$ cat src/rtl/next_link_pkg.sv
// Shared definitions for the NeXT ASIC single-wire serial link: packet geometry,
// reserved control payloads and the link FSM state encoding used by TX and RX.
package next_link_pkg;

    localparam int PKT_BITS = 41;
    localparam int DATA_W   = 40;

    localparam logic [DATA_W-1:0] PKT_AUDIO_REQ      = 40'h07_0000_0000;
    localparam logic [DATA_W-1:0] PKT_AUDIO_UNDERRUN = 40'h0F_0000_0000;

    typedef enum logic [1:0] {
        ST_IDLE  = 2'd0,
        ST_SHIFT = 2'd1,
        ST_GUARD = 2'd2
    } link_state_t;

    typedef enum logic [1:0] {
        PK_DATA           = 2'd0,
        PK_AUDIO_REQ      = 2'd1,
        PK_AUDIO_UNDERRUN = 2'd2
    } pkt_kind_t;

    // An all-zero payload is data: the transmitter never frames zero as control.
    function automatic pkt_kind_t classify_pkt(input logic [DATA_W-1:0] p);
        pkt_kind_t kind;
        kind = PK_DATA;
        if (p == PKT_AUDIO_REQ) begin
            kind = PK_AUDIO_REQ;
        end else if (p == PKT_AUDIO_UNDERRUN) begin
            kind = PK_AUDIO_UNDERRUN;
        end
        return kind;
    endfunction

endpackage

$ cat src/rtl/next_serial_receiver_if.sv
// Receiver-side output bundle: data valid/ready handshake plus event pulses.
interface next_serial_receiver_if;
    import next_link_pkg::*;

    logic [DATA_W-1:0] out_data;
    logic              out_valid;
    logic              out_ready;
    logic              audio_req;
    logic              audio_underrun;
    logic              data_loss;
    logic              frame_error;

    modport master (
        output out_data,
        output out_valid,
        input  out_ready,
        output audio_req,
        output audio_underrun,
        output data_loss,
        output frame_error
    );

    modport slave (
        input  out_data,
        input  out_valid,
        output out_ready,
        input  audio_req,
        input  audio_underrun,
        input  data_loss,
        input  frame_error
    );

endinterface

$ cat src/rtl/next_rx_outreg.sv
// One-entry valid/ready holding register for received data packets; a packet
// arriving while the entry is full and not being drained is dropped with a pulse.
module next_rx_outreg
    import next_link_pkg::*;
(
    input  logic              clk,
    input  logic              rst_n,
    input  logic              i_load,
    input  logic [DATA_W-1:0] i_data,
    input  logic              i_ready,
    output logic [DATA_W-1:0] o_data,
    output logic              o_valid,
    output logic              o_data_loss
);

    logic [DATA_W-1:0] r_data;
    logic              r_valid;
    logic              r_data_loss;
    logic              w_free;

    // Entry can take a new word if empty or being drained on this same edge.
    assign w_free = !r_valid || i_ready;

    always_ff @(posedge clk or negedge rst_n) begin
        if (!rst_n) begin
            r_data      <= '0;
            r_valid     <= 1'b0;
            r_data_loss <= 1'b0;
        end else begin
            r_data_loss <= i_load && !w_free;
            if (i_load && w_free) begin
                r_data  <= i_data;
                r_valid <= 1'b1;
            end else if (r_valid && i_ready) begin
                r_valid <= 1'b0;
            end
        end
    end

    assign o_data      = r_data;
    assign o_valid     = r_valid;
    assign o_data_loss = r_data_loss;

endmodule

$ cat src/rtl/next_serial_receiver.sv
// NeXT serial link receiver: start-bit detect, 40-bit deserialiser, packet classify.
// Optional macro RX_FRAME_CHECK_EN enforces GUARD_BITS idle zeros after each packet.
//
// state    | meaning
// ---------+---------------------------------------------------------------
// ST_IDLE  | line idle, waiting for a start bit (sin=1)
// ST_SHIFT | shifting in payload bits, counter 0..DATA_W-1
// ST_GUARD | post-packet gap; zero-length, or GUARD_BITS zeros with frame check
module next_serial_receiver #(
    parameter int GUARD_BITS = 3
) (
    input  logic                   clk,
    input  logic                   rst_n,
    input  logic                   sin,
    next_serial_receiver_if.master rx
);
    import next_link_pkg::*;

    localparam int CNT_W = $clog2(DATA_W + GUARD_BITS + 1);

    link_state_t       r_state;
    link_state_t       w_state_nxt;
    logic [CNT_W-1:0]  r_cnt;
    logic [CNT_W-1:0]  w_cnt_nxt;
    logic [DATA_W-1:0] r_shift;
    logic [DATA_W-1:0] w_pkt;
    pkt_kind_t         w_kind;
    logic              w_done;
    logic              r_audio_req;
    logic              r_audio_underrun;

`ifdef RX_FRAME_CHECK_EN
    logic              w_frame_error;
    logic              r_frame_error;
`endif

    assign w_pkt  = {r_shift[DATA_W-2:0], sin};
    assign w_kind = classify_pkt(w_pkt);

    always_comb begin
        w_state_nxt = r_state;
        w_cnt_nxt   = r_cnt;
        w_done      = 1'b0;
`ifdef RX_FRAME_CHECK_EN
        w_frame_error = 1'b0;
`endif
        unique case (r_state)
            ST_IDLE: begin
                if (sin) begin
                    w_state_nxt = ST_SHIFT;
                    w_cnt_nxt   = '0;
                end
            end
            ST_SHIFT: begin
                if (r_cnt == CNT_W'(DATA_W - 1)) begin
                    w_done      = 1'b1;
                    w_state_nxt = ST_GUARD;
                    w_cnt_nxt   = '0;
                end else begin
                    w_cnt_nxt = r_cnt + 1'b1;
                end
            end
            ST_GUARD: begin
`ifdef RX_FRAME_CHECK_EN
                // A high bit in the gap restarts the run of required zeros.
                if (sin) begin
                    w_frame_error = 1'b1;
                    w_cnt_nxt     = '0;
                end else if (r_cnt == CNT_W'(GUARD_BITS - 1)) begin
                    w_state_nxt = ST_IDLE;
                    w_cnt_nxt   = '0;
                end else begin
                    w_cnt_nxt = r_cnt + 1'b1;
                end
`else
                // Back-to-back packets: a high bit here is already the next start.
                if (sin) begin
                    w_state_nxt = ST_SHIFT;
                end else begin
                    w_state_nxt = ST_IDLE;
                end
                w_cnt_nxt = '0;
`endif
            end
            default: begin
                w_state_nxt = ST_IDLE;
                w_cnt_nxt   = '0;
            end
        endcase
    end

    always_ff @(posedge clk or negedge rst_n) begin
        if (!rst_n) begin
            r_state          <= ST_IDLE;
            r_cnt            <= '0;
            r_shift          <= '0;
            r_audio_req      <= 1'b0;
            r_audio_underrun <= 1'b0;
        end else begin
            r_state          <= w_state_nxt;
            r_cnt            <= w_cnt_nxt;
            if (r_state == ST_SHIFT) begin
                r_shift <= w_pkt;
            end
            r_audio_req      <= w_done && (w_kind == PK_AUDIO_REQ);
            r_audio_underrun <= w_done && (w_kind == PK_AUDIO_UNDERRUN);
        end
    end

`ifdef RX_FRAME_CHECK_EN
    always_ff @(posedge clk or negedge rst_n) begin
        if (!rst_n) begin
            r_frame_error <= 1'b0;
        end else begin
            r_frame_error <= w_frame_error;
        end
    end

    assign rx.frame_error = r_frame_error;
`else
    assign rx.frame_error = 1'b0;
`endif

    next_rx_outreg u_outreg (
        .clk         (clk),
        .rst_n       (rst_n),
        .i_load      (w_done && (w_kind == PK_DATA)),
        .i_data      (w_pkt),
        .i_ready     (rx.out_ready),
        .o_data      (rx.out_data),
        .o_valid     (rx.out_valid),
        .o_data_loss (rx.data_loss)
    );

    assign rx.audio_req      = r_audio_req;
    assign rx.audio_underrun = r_audio_underrun;

endmodule

$ cat src/flat_wrapper.sv
// flat-port wrapper written by rule: the top's interface ports become plain ports
module next_serial_receiver_flat import next_link_pkg::*;
#(
    parameter int GUARD_BITS = 3
)
  (clk, rst_n, sin, rx_out_data, rx_out_valid, rx_out_ready, rx_audio_req, rx_audio_underrun, rx_data_loss, rx_frame_error);
  next_serial_receiver_if rx_i ();
  input  logic clk;
  input  logic rst_n;
  input  logic sin;
  output wire logic [$bits(rx_i.out_data)-1:0] rx_out_data;
  output wire logic [$bits(rx_i.out_valid)-1:0] rx_out_valid;
  input wire logic [$bits(rx_i.out_ready)-1:0] rx_out_ready;
  output wire logic [$bits(rx_i.audio_req)-1:0] rx_audio_req;
  output wire logic [$bits(rx_i.audio_underrun)-1:0] rx_audio_underrun;
  output wire logic [$bits(rx_i.data_loss)-1:0] rx_data_loss;
  output wire logic [$bits(rx_i.frame_error)-1:0] rx_frame_error;
  assign rx_out_data = rx_i.out_data;
  assign rx_out_valid = rx_i.out_valid;
  assign rx_i.out_ready = rx_out_ready;
  assign rx_audio_req = rx_i.audio_req;
  assign rx_audio_underrun = rx_i.audio_underrun;
  assign rx_data_loss = rx_i.data_loss;
  assign rx_frame_error = rx_i.frame_error;
  next_serial_receiver #(.GUARD_BITS(GUARD_BITS)) u_core (.clk(clk), .rst_n(rst_n), .sin(sin), .rx(rx_i));
endmodule
$ cat config.mk
export PLATFORM = sky130hd
export DESIGN_NAME = next_serial_receiver_flat
export DESIGN_NICKNAME = d
export VERILOG_FILES = /design/src/rtl/next_link_pkg.sv /design/src/rtl/next_serial_receiver_if.sv /design/src/rtl/next_rx_outreg.sv /design/src/rtl/next_serial_receiver.sv /design/src/flat_wrapper.sv
export SDC_FILE = /design/constraint.sdc
export NUM_CORES = 1
export LEC_CHECK = 0
export CAP_MARGIN = 20
export CORE_UTILIZATION = 45
export CTS_CLUSTER_DIAMETER = 80
export CTS_CLUSTER_SIZE = 20
export DETAILED_ROUTE_END_ITERATION = 6
export PLACE_DENSITY_LB_ADDON = 0.05
export SYNTH_ARGS = -nofsm -noshare
export SYNTH_HDL_FRONTEND = slang
export SYNTH_SLANG_ARGS = --single-unit
$ cat constraint.sdc
create_clock -name clk -period 2.4 [get_ports clk]
set_clock_uncertainty 0.05 [all_clocks]
set_input_delay 0.36 -clock clk [delete_from_list [all_inputs] [get_ports clk]]
set_output_delay 0.36 -clock clk [all_outputs]
set_load 0.05 [all_outputs]
* Word-level counts from Yosys, hierarchy flattened
Index checks and enable logic that the tools add are counted.
Word-level totals: bits in registers 91, bits of input ports 4, output and inout port bits 45, word-level logic and storage cells 44
Cells by class: $add $sub $neg 1, eq/ne operators 9, mux-type cells 13, reduce and logical (&&, ||, !) cells 13
Operator list (number):
- $eq 40x35->1 const B | 1
- $eq 40x36->1 const B | 1
- $mux 6 | 2
- $pmux 6 s2 | 1
- $mux 2 | 4
- $add 6x1->6 const B | 1
- $eq 6x6->1 const B | 1
- $logic_and 1x1->1 | 6
- $pmux 2 s3 | 1
- $mux 1 | 5
- $eq 2x1->1 const B | 2
- $eq 2x2->1 const B | 2
- $logic_not 2->1 | 2
- $logic_not 1->1 | 2
- $ne 2x1->1 const B | 1
- $ne 2x2->1 const B | 1
- $reduce_and 2->1 | 1
- $reduce_bool 2->1 | 1
- $logic_or 1x1->1 | 1

* Depth between registers and ports, before layout
Gate-level depths: netlist of the first run.
depth in word-level cells 7, gate-level depth with buffers 7, depth with buffers taken out 6

* Modules after synthesis
Synthesis of the first run repeated with hierarchy kept, for this count alone.
Second synthesis, totals: cell total of the unflattened synthesis 317, area, all modules 3751.1 um2
Modules (own cells, without submodules):
- next_serial_receiver | instances 1, cells an instance 226, area each 2018.2 um2, seq. area each 1226.2 um2
- next_rx_outreg | instances 1, cells an instance 91, area each 1732.9 um2, seq. area each 1051.0 um2

* Worst setup path before layout of the first run
Ideal clock, no wire load.
kind register to register, start register u_core.r_shift[11], end register u_core.u_outreg.r_data[30], in the netlist u_core.u_outreg.o_data[30], setup time 0.125 ns, arrival 1.761 ns, required time 2.225 ns, setup slack 0.464 ns, stages on the path, launching flop included 6, path buffers 1, clock period less this slack 1.936 ns, cells stage by stage dfrtp_1 nor4_1 nand4_1 o311ai_4 buf_6 mux2_2
On the way: cells in the longest elaborated chain, start to end 6, elaborated cells between the ends (all ways) 7, classes of those cells 2 x eq/ne; 2 x mux; 3 x reduce/logical
Ends and longest elaborated chain:
- from (decl) | RTL line next_serial_receiver.sv:25 | logic [DATA_W-1:0] r_shift;
- from (signal assigned) | RTL line next_serial_receiver.sv:103 | r_shift <= w_pkt;
- $eq 40x36->1 | RTL line next_link_pkg.sv:29 | end else if (p == PKT_AUDIO_UNDERRUN) begin
- $mux 2 | RTL line next_link_pkg.sv:29
- $mux 2 * | RTL line next_link_pkg.sv:27 | if (p == PKT_AUDIO_REQ) begin
- $logic_not 2->1 * | RTL line next_serial_receiver.sv:127 | .i_load (w_done && (w_kind == PK_DATA)),
- $logic_and 1x1->1 * | RTL line next_serial_receiver.sv:127
- $logic_and 1x1->1 * | RTL line next_rx_outreg.sv:31 | if (i_load && w_free) begin
- to (signal assigned) | RTL line next_rx_outreg.sv:32 | r_data <= i_data;
- to (decl) | RTL line next_rx_outreg.sv:16 | logic [DATA_W-1:0] r_data;
Mark *: on every way between the ends. The rest lies on a longest branch, timed or not. A chain may end at the register's enable or synchronous reset.

* Worst setup path after layout of the first run
start register u_core.r_shift[11], end register u_core.u_outreg.r_data[21], in the netlist u_core.u_outreg.o_data[21]
The elaborated chain is that of the path after synthesis.

==> results of run 1 <==
## per-layer routing
| layer | GRT usage [%] | up-vias | wire length (um) |
|---|---|---|---|
| met4 | 7.81 | 0 | 98 |
| met3 | 2.90 | 9 | 187 |
| met5 | 0 | - | 0 |
| li1 | - | 1141 | - |
| met1 | 24.2 | 1135 | 3400 |
| met2 | 24.7 | 35 | 2880 |
## flip-flops by register name, indices dropped and copies added, names as in the netlist
| register | cells |
|---|---|
| u_core.r_shift | 39 |
| u_core.u_outreg.o_data_loss | 1 |
| u_core.u_outreg.o_valid | 1 |
| u_core.u_outreg.o_data | 40 |
| u_core.r_cnt | 6 |
| u_core.r_state | 2 |
| u_core.rx.audio_underrun | 1 |
| u_core.rx.audio_req | 1 |
## per-stage QoR
stage               util, %  cells
detailed placement     54.3    459
global route           57.8    476
floorplan                 -    316
global placement       54.3    459
finish                 57.8    476
CTS                    57.7    476
## worst min path at each step
stage | end | cells past startpoint
2_1_floorplan | u_core.r_cnt[0] | 0
3_3_place_gp | u_core.r_cnt[3] | 1
3_5_place_dp | u_core.r_cnt[3] | 1
4_1_cts | u_core.r_shift[38] | 2
5_1_grt | u_core.u_outreg.o_data[11] | 1
6_report | u_core.u_outreg.o_data[1] | 1
## power groups by stage
stage / Sequential [uW] / Clock [uW] / Combinational (uW)
6_report: 2300 / 1310 / 1020
5_1_grt: 2370 / 1390 / 1130
4_1_cts: 2300 / 1340 / 1030
3_5_place_dp: 2330 / 0 / 1030
3_3_place_gp: 2330 / 0 / 1000
2_1_floorplan: 2440 / 0 / 527
## layout by cell type (no fill, tap or decap), drive strengths merged, types with 3 or more instances in the layout
cell / count
bufinv: 4
nand2: 121
clkdlybuf4s50: 46
buf: 10
mux2: 40
nor4: 8
clkbuf: 11
dfrtp: 91
nor2: 3
inv: 3
o21ai: 9
nor3: 3
## cell type report
| cell class | count | share of cell area [%] |
|---|---|---|
| clock buffers | 11 | 2.93 |
| clock inverters | 5 | 2.79 |
| multi-input cells | 206 | 27.6 |
| repair buffers | 57 | 12.7 |
| flip-flops and latches | 91 | 50.8 |
| inverters | 4 | 0.363 |
| well taps | 102 | 2.84 |
## kinds of logic after synthesis
kind of cell    count (synthesis)
mux                            40
other cells                     1
buf+inv                        19
simple gates                  148
fa+ha+maj                       1
flops                          91
xor+xnor                        2
compound gates                 14
## worst max-delay path, stage by stage, from the launching register on
cell	delay (ns)
dfrtp_1	0.42
nor4_1	0.33
buf_4	0.16
nand4_1	0.16
o311ai_4	0.39
buf_12	0.26
mux2_2	0.36
## timing repair
item / 4_1_cts / 5_1_grt
endpoints found under the setup margin: 0 / 20
hold endpoints to repair: 38 / 0
hold buffers: 1 / 0
resized for setup: 0 / 1
==> key figures, run 1 <==
Clocking
  – Clk sinks: 91
  – Root cell of the clock tree: clkbuf_8
  – CTS tree: done
  – TritonCTS Buffers: 9
  – CTS Buffer Depth: 2
  – Clk_lat worst skew: 0.35 ns
  – CTS H-tree depth: 3
  – Worst-path clk slew: 0.09 ns
  – Post-CTS Setup Bufs: 0

Global route
  – Gr ovfl total: 0
  – Tot GR Track Use: 16.7%
  – Vias in the first global route: 2267
  – Initial antenna violation count: 0
  – Largest net degree at the start of global routing: 54
  – First-pass GRT wire length: 10900 um

Synthesis
  – Cell variety after synth: 31
  – Synth Area in Compound Gates: 2.80%
  – Largest area contributor in the netlist: dfrtp_1
  – Mapped Nets: 321
  – Synth Area in Adders: 0.346%
  – Flops & latches, synth: 91
  – Post-synth top flop: dfrtp_1
  – Cell Area, Synth: 3620 um2
  – Register area share after synthesis: 62.9%
  – Top-area cell type share of the netlist area: 62.9%
  – Mux contribution to synthesized area: 13.0%
  – Synth Instances: 316
  – Most frequent cell after synthesis: nand2_1
  – Most frequent cells after synthesis: nand2_1, dfrtp_1, mux2_2
  – Synth Area in Simple Gates: 17.3%
  – Avg Cell Area, Syn: 11.5 um2
  – Post-Synth XOR/XNOR Area: 0.484%
  – Ys async rst share: 100%
  – Number of synthesized flops with an enable pin: 0
  – Area contributors post-synth: dfrtp_1, nand2_1, mux2_2, mux2_4, buf_6
  – Largest family of logic cells by synthesized area: simple AND/OR/NAND/NOR gates
  – Yosys warning count: 0

Cells and area
  – Ant diodes: 0
  – NumNets Final: 374
  – Register area: 2280 um2
  – Area growth, synth to finish: 23.9%
  – Fillers: 700
  – Layout cells sized above 1: 18.4%
  – Multi-input gate area: 1240 um2
  – Fin area: 4490 um2

Timing
  – Tightest hold margin: 0.459 ns
  – Worst slew margin: 66.3%
  – Final Max Tran Viols: 0
  – Fmax: 444 MHz
  – Setup ws final: 0.146 ns
  – Setup TNS: 0 ns
  – Final setup vio count: 0
  – Fin crit period: 2.25 ns
  – Tcrit/Tclk final: 93.9%
  – Slew @ Worst Pin: 0.503 ns
  – Final hold vios: 0
  – RSZ-0062 raised after global routing: no

Floorplan
  – Initial Utilization: 46.6%
  – Core area: 7770 um2
  – Die area: 8410 um2
  – Die width: 91.7 um
  – Die Height: 91.7 um
  – Io pins: 49
  – # rows: 32

Pwr
  – Peak VDD IR: 485 uV
  – Clock power frac: 28.3%
  – Sw Share: 32.5%
  – PwrDens: 1030 nW/um2
  – Comb power frac: 22.0%
  – Total power: 4640 uW
  – Internal: 3130 uW
  – Sw power: 1510 uW
  – Flop pwr share: 49.7%
  – Pleak: 0.00220 uW

Critical path
  – CP Launch Type: register
  – Worst R2R Start: u_core.r_shift[11]
  – R2R Setup Slk: 0.15 ns
  – FF-to-FF path depth: 6
  – Crit. End Element: register
  – Worst endpoint required time: 2.58 ns
  – CP Max Fanout: 33
  – Critical path launch point: u_core.r_shift[11]
  – Crit Path Class: reg2reg
  – CP Capture Point: u_core.u_outreg.o_data[21]
  – Arr. time, crit path: 2.44 ns
  – Reg2reg end: u_core.u_outreg.o_data[21]

Placed design
  – Gpl congestion: 0.740
  – Buffers on Ports: 47
  – DP Worst Slack: -0.174 ns
  – Final HPWL DP: 4170 um
  – DP Area: 4210 um2

Flow run
  – Maxcap violations: 0

Outcome
  – Status: finished, final reports clean

Route
  – Violation count after the first detailed-route iteration: 90
  – Wirelength per Cell: 13.8 um
  – DRC Markers: 0
  – First-pass DRT Iterations: 4
  – Routed vias: 2320
  – DRT antenna net count: 0
  – Routed wire length: 6560 um
  – DR vias/cell: 4.87

Hold path
  – HP Start: u_core.u_outreg.o_data[1]
  – Min-Delay Path Class: reg2reg
No activity file was read; power rests on OpenSTA's default activity.
==> run 2, diff against run 1 <==
Settings changed: CTS_BUF_LIST set to sky130_fd_sc_hd__clkbuf_4.
==> run 2 against run 1 <==
Net effect:
- hold slack got worse by 0.077 ns
- register-to-register slack got worse by 0.02 ns
- sequential power barely moved
- cell count did not move
- routed wire length fell by 0.62%
- critical path type unchanged
==> key figures, run 2 (synthesized netlist as in run 1, its figures left out) <==
Critical path
  – Buf+Inv Stages, Crit Path: 2
  – CP delay by family, top: simple AND/OR/NAND/NOR gates
  – Crit. End Element: register
  – Worst-path cell chain: nor4_1 > buf_4 > nand4_1 > o311ai_4 > buf_12 > mux2_2
  – Crit-path slowest cell: dfrtp_1
  – Critical Path Max Stage Delay: 0.44 ns
  – R2R Setup Slk: 0.12 ns
  – CP Max Fanout: 33
  – CP Launch Type: register
  – Arr. time, crit path: 2.53 ns
  – Worst endpoint required time: 2.66 ns
  – Crit Path Class: reg2reg

Route
  – DR vias/cell: 4.89
  – DRT antenna net count: 0
  – Violation count after the first detailed-route iteration: 95
  – First-pass DRT Iterations: 4
  – Routed vias: 2326
  – Routed wire length: 6520 um
  – DRC Markers: 0
  – Wirelength per Cell: 13.7 um

Timing
  – Final hold vios: 0
  – RSZ-0062 raised after global routing: no
  – Fin crit period: 2.28 ns
  – Tcrit/Tclk final: 94.8%
  – Fmax: 439 MHz
  – Final setup vio count: 0
  – Slew @ Worst Pin: 0.503 ns
  – Worst slew margin: 66.3%
  – Setup ws final: 0.124 ns
  – Final Max Tran Viols: 0

Placed design
  – Placed Cells: 459
  – Gpl congestion: 0.740
  – Final HPWL DP: 4170 um
  – Buffers on Ports: 47
  – DP Worst Slack: -0.174 ns

Cells and area
  – Ant diodes: 0
  – Area growth, synth to finish: 22.6%
  – Largest register FFs: 40
  – Most frequent cells in the layout: nand2_1, dfrtp_1, clkdlybuf4s50_1
  – Layout cells sized above 1: 19.0%
  – NumNets Final: 374
  – Non-Filler Instances: 476
  – Commonest non-fill, non-tap cell in the layout: nand2_1

Pwr
  – Comb power frac: 22.9%
  – Sw Share: 33.2%
  – Clock power frac: 25.6%
  – PwrDens: 1010 nW/um2
  – Sw power: 1480 uW
  – Peak VDD IR: 451 uV
  – Flop pwr share: 51.5%
  – Internal: 2980 uW
  – Pleak: 0.00218 uW

Clocking
  – TritonCTS Buffers: 9
  – CTS H-tree depth: 3
  – Clk sinks: 91
  – Root cell of the clock tree: clkbuf_4
  – Worst-path clk slew: 0.13 ns
  – CTS Buffer Depth: 2
  – Post-CTS Setup Bufs: 0
  – Clk_lat worst skew: 0.42 ns
  – CTS tree: done

Flow run
  – Maxcap violations: 0

Floorplan
  – # rows: 32
  – Die area: 8410 um2
  – Die Height: 91.7 um
  – Initial Utilization: 46.6%
  – Core area: 7770 um2
  – Io pins: 49
  – Die width: 91.7 um

Global route
  – First-pass GRT wire length: 10900 um
  – Gr ovfl total: 0
  – Initial antenna violation count: 0
  – Largest net degree at the start of global routing: 54
  – Vias in the first global route: 2261
  – Tot GR Track Use: 16.9%

Outcome
  – Status: finished, final reports clean

Hold path
  – Min-Delay Path Class: in2async
run 2: cell counts in the layout (fill, tap and decap cells not counted):
No cell type changed its count.
run 2: cell type report:
type                            count  area (um2)
Clock inverter                      5         125
Timing Repair Buffer               57         571
Clock buffer                       11        82.6
Multi-Input combinational cell    206        1240
Inverter                            4        16.3
Sequential cell                    91        2280
Fill cell                         705        3330
Tap cell                          102         128
run 2: path summary, 6_finish.rpt:
path / from / endpoint / depth (start not counted)
setup reg to reg: u_core.r_shift[11] / u_core.u_outreg.o_data[21] / 6
hold reg to reg: u_core.u_outreg.o_data[1] / u_core.u_outreg.o_data[1] / 1
hold / removal: rst_n / u_core.r_cnt[3] / 2
setup / recovery: u_core.r_shift[11] / u_core.u_outreg.o_data[21] / 6
min in group clk: u_core.u_outreg.o_data[1] / u_core.u_outreg.o_data[1] / 1
max in group asynchronous: rst_n / u_core.r_shift[21] / 3
run 2: power by group through the flow:
stage	Sequential [uW]	Clock [uW]	Combinational [uW]
floorplan	2440	0	527
global placement	2330	0	1000
detailed placement	2330	0	1030
CTS	2300	1180	1030
global route	2370	1240	1130
finish	2300	1140	1020
run 2: what timing repair did:
item	CTS	global route
gates resized for setup	0	1
endpoints found under the setup margin	0	29
endpoints found under the hold margin	38	0
hold buffers	1	0
run 2: through the flow:
step	instance area [um2]	setup TNS, ns	power [uW]	hold slack, ns	utilization [%]
finish	4440	0	4460	0.382	57.1
global route	4440	0	4740	0.410	57.1
CTS	4430	0	4510	0.377	57.1
detailed placement	4210	-6.12	3360	0.316	54.3
global placement	4210	-4.41	3330	0.319	54.3
floorplan	3620	0	2960	0.0144	-
run 2: metal layers:
layer / track usage [%] / up-vias / part of all wire (%)
met5: 0 / - / 0
met4: 7.81 / 0 / 1.8
met3: 2.90 / 9 / 3.1
met2: 24.6 / 40 / 44
met1: 24.7 / 1135 / 51
li1: - / 1142 / -
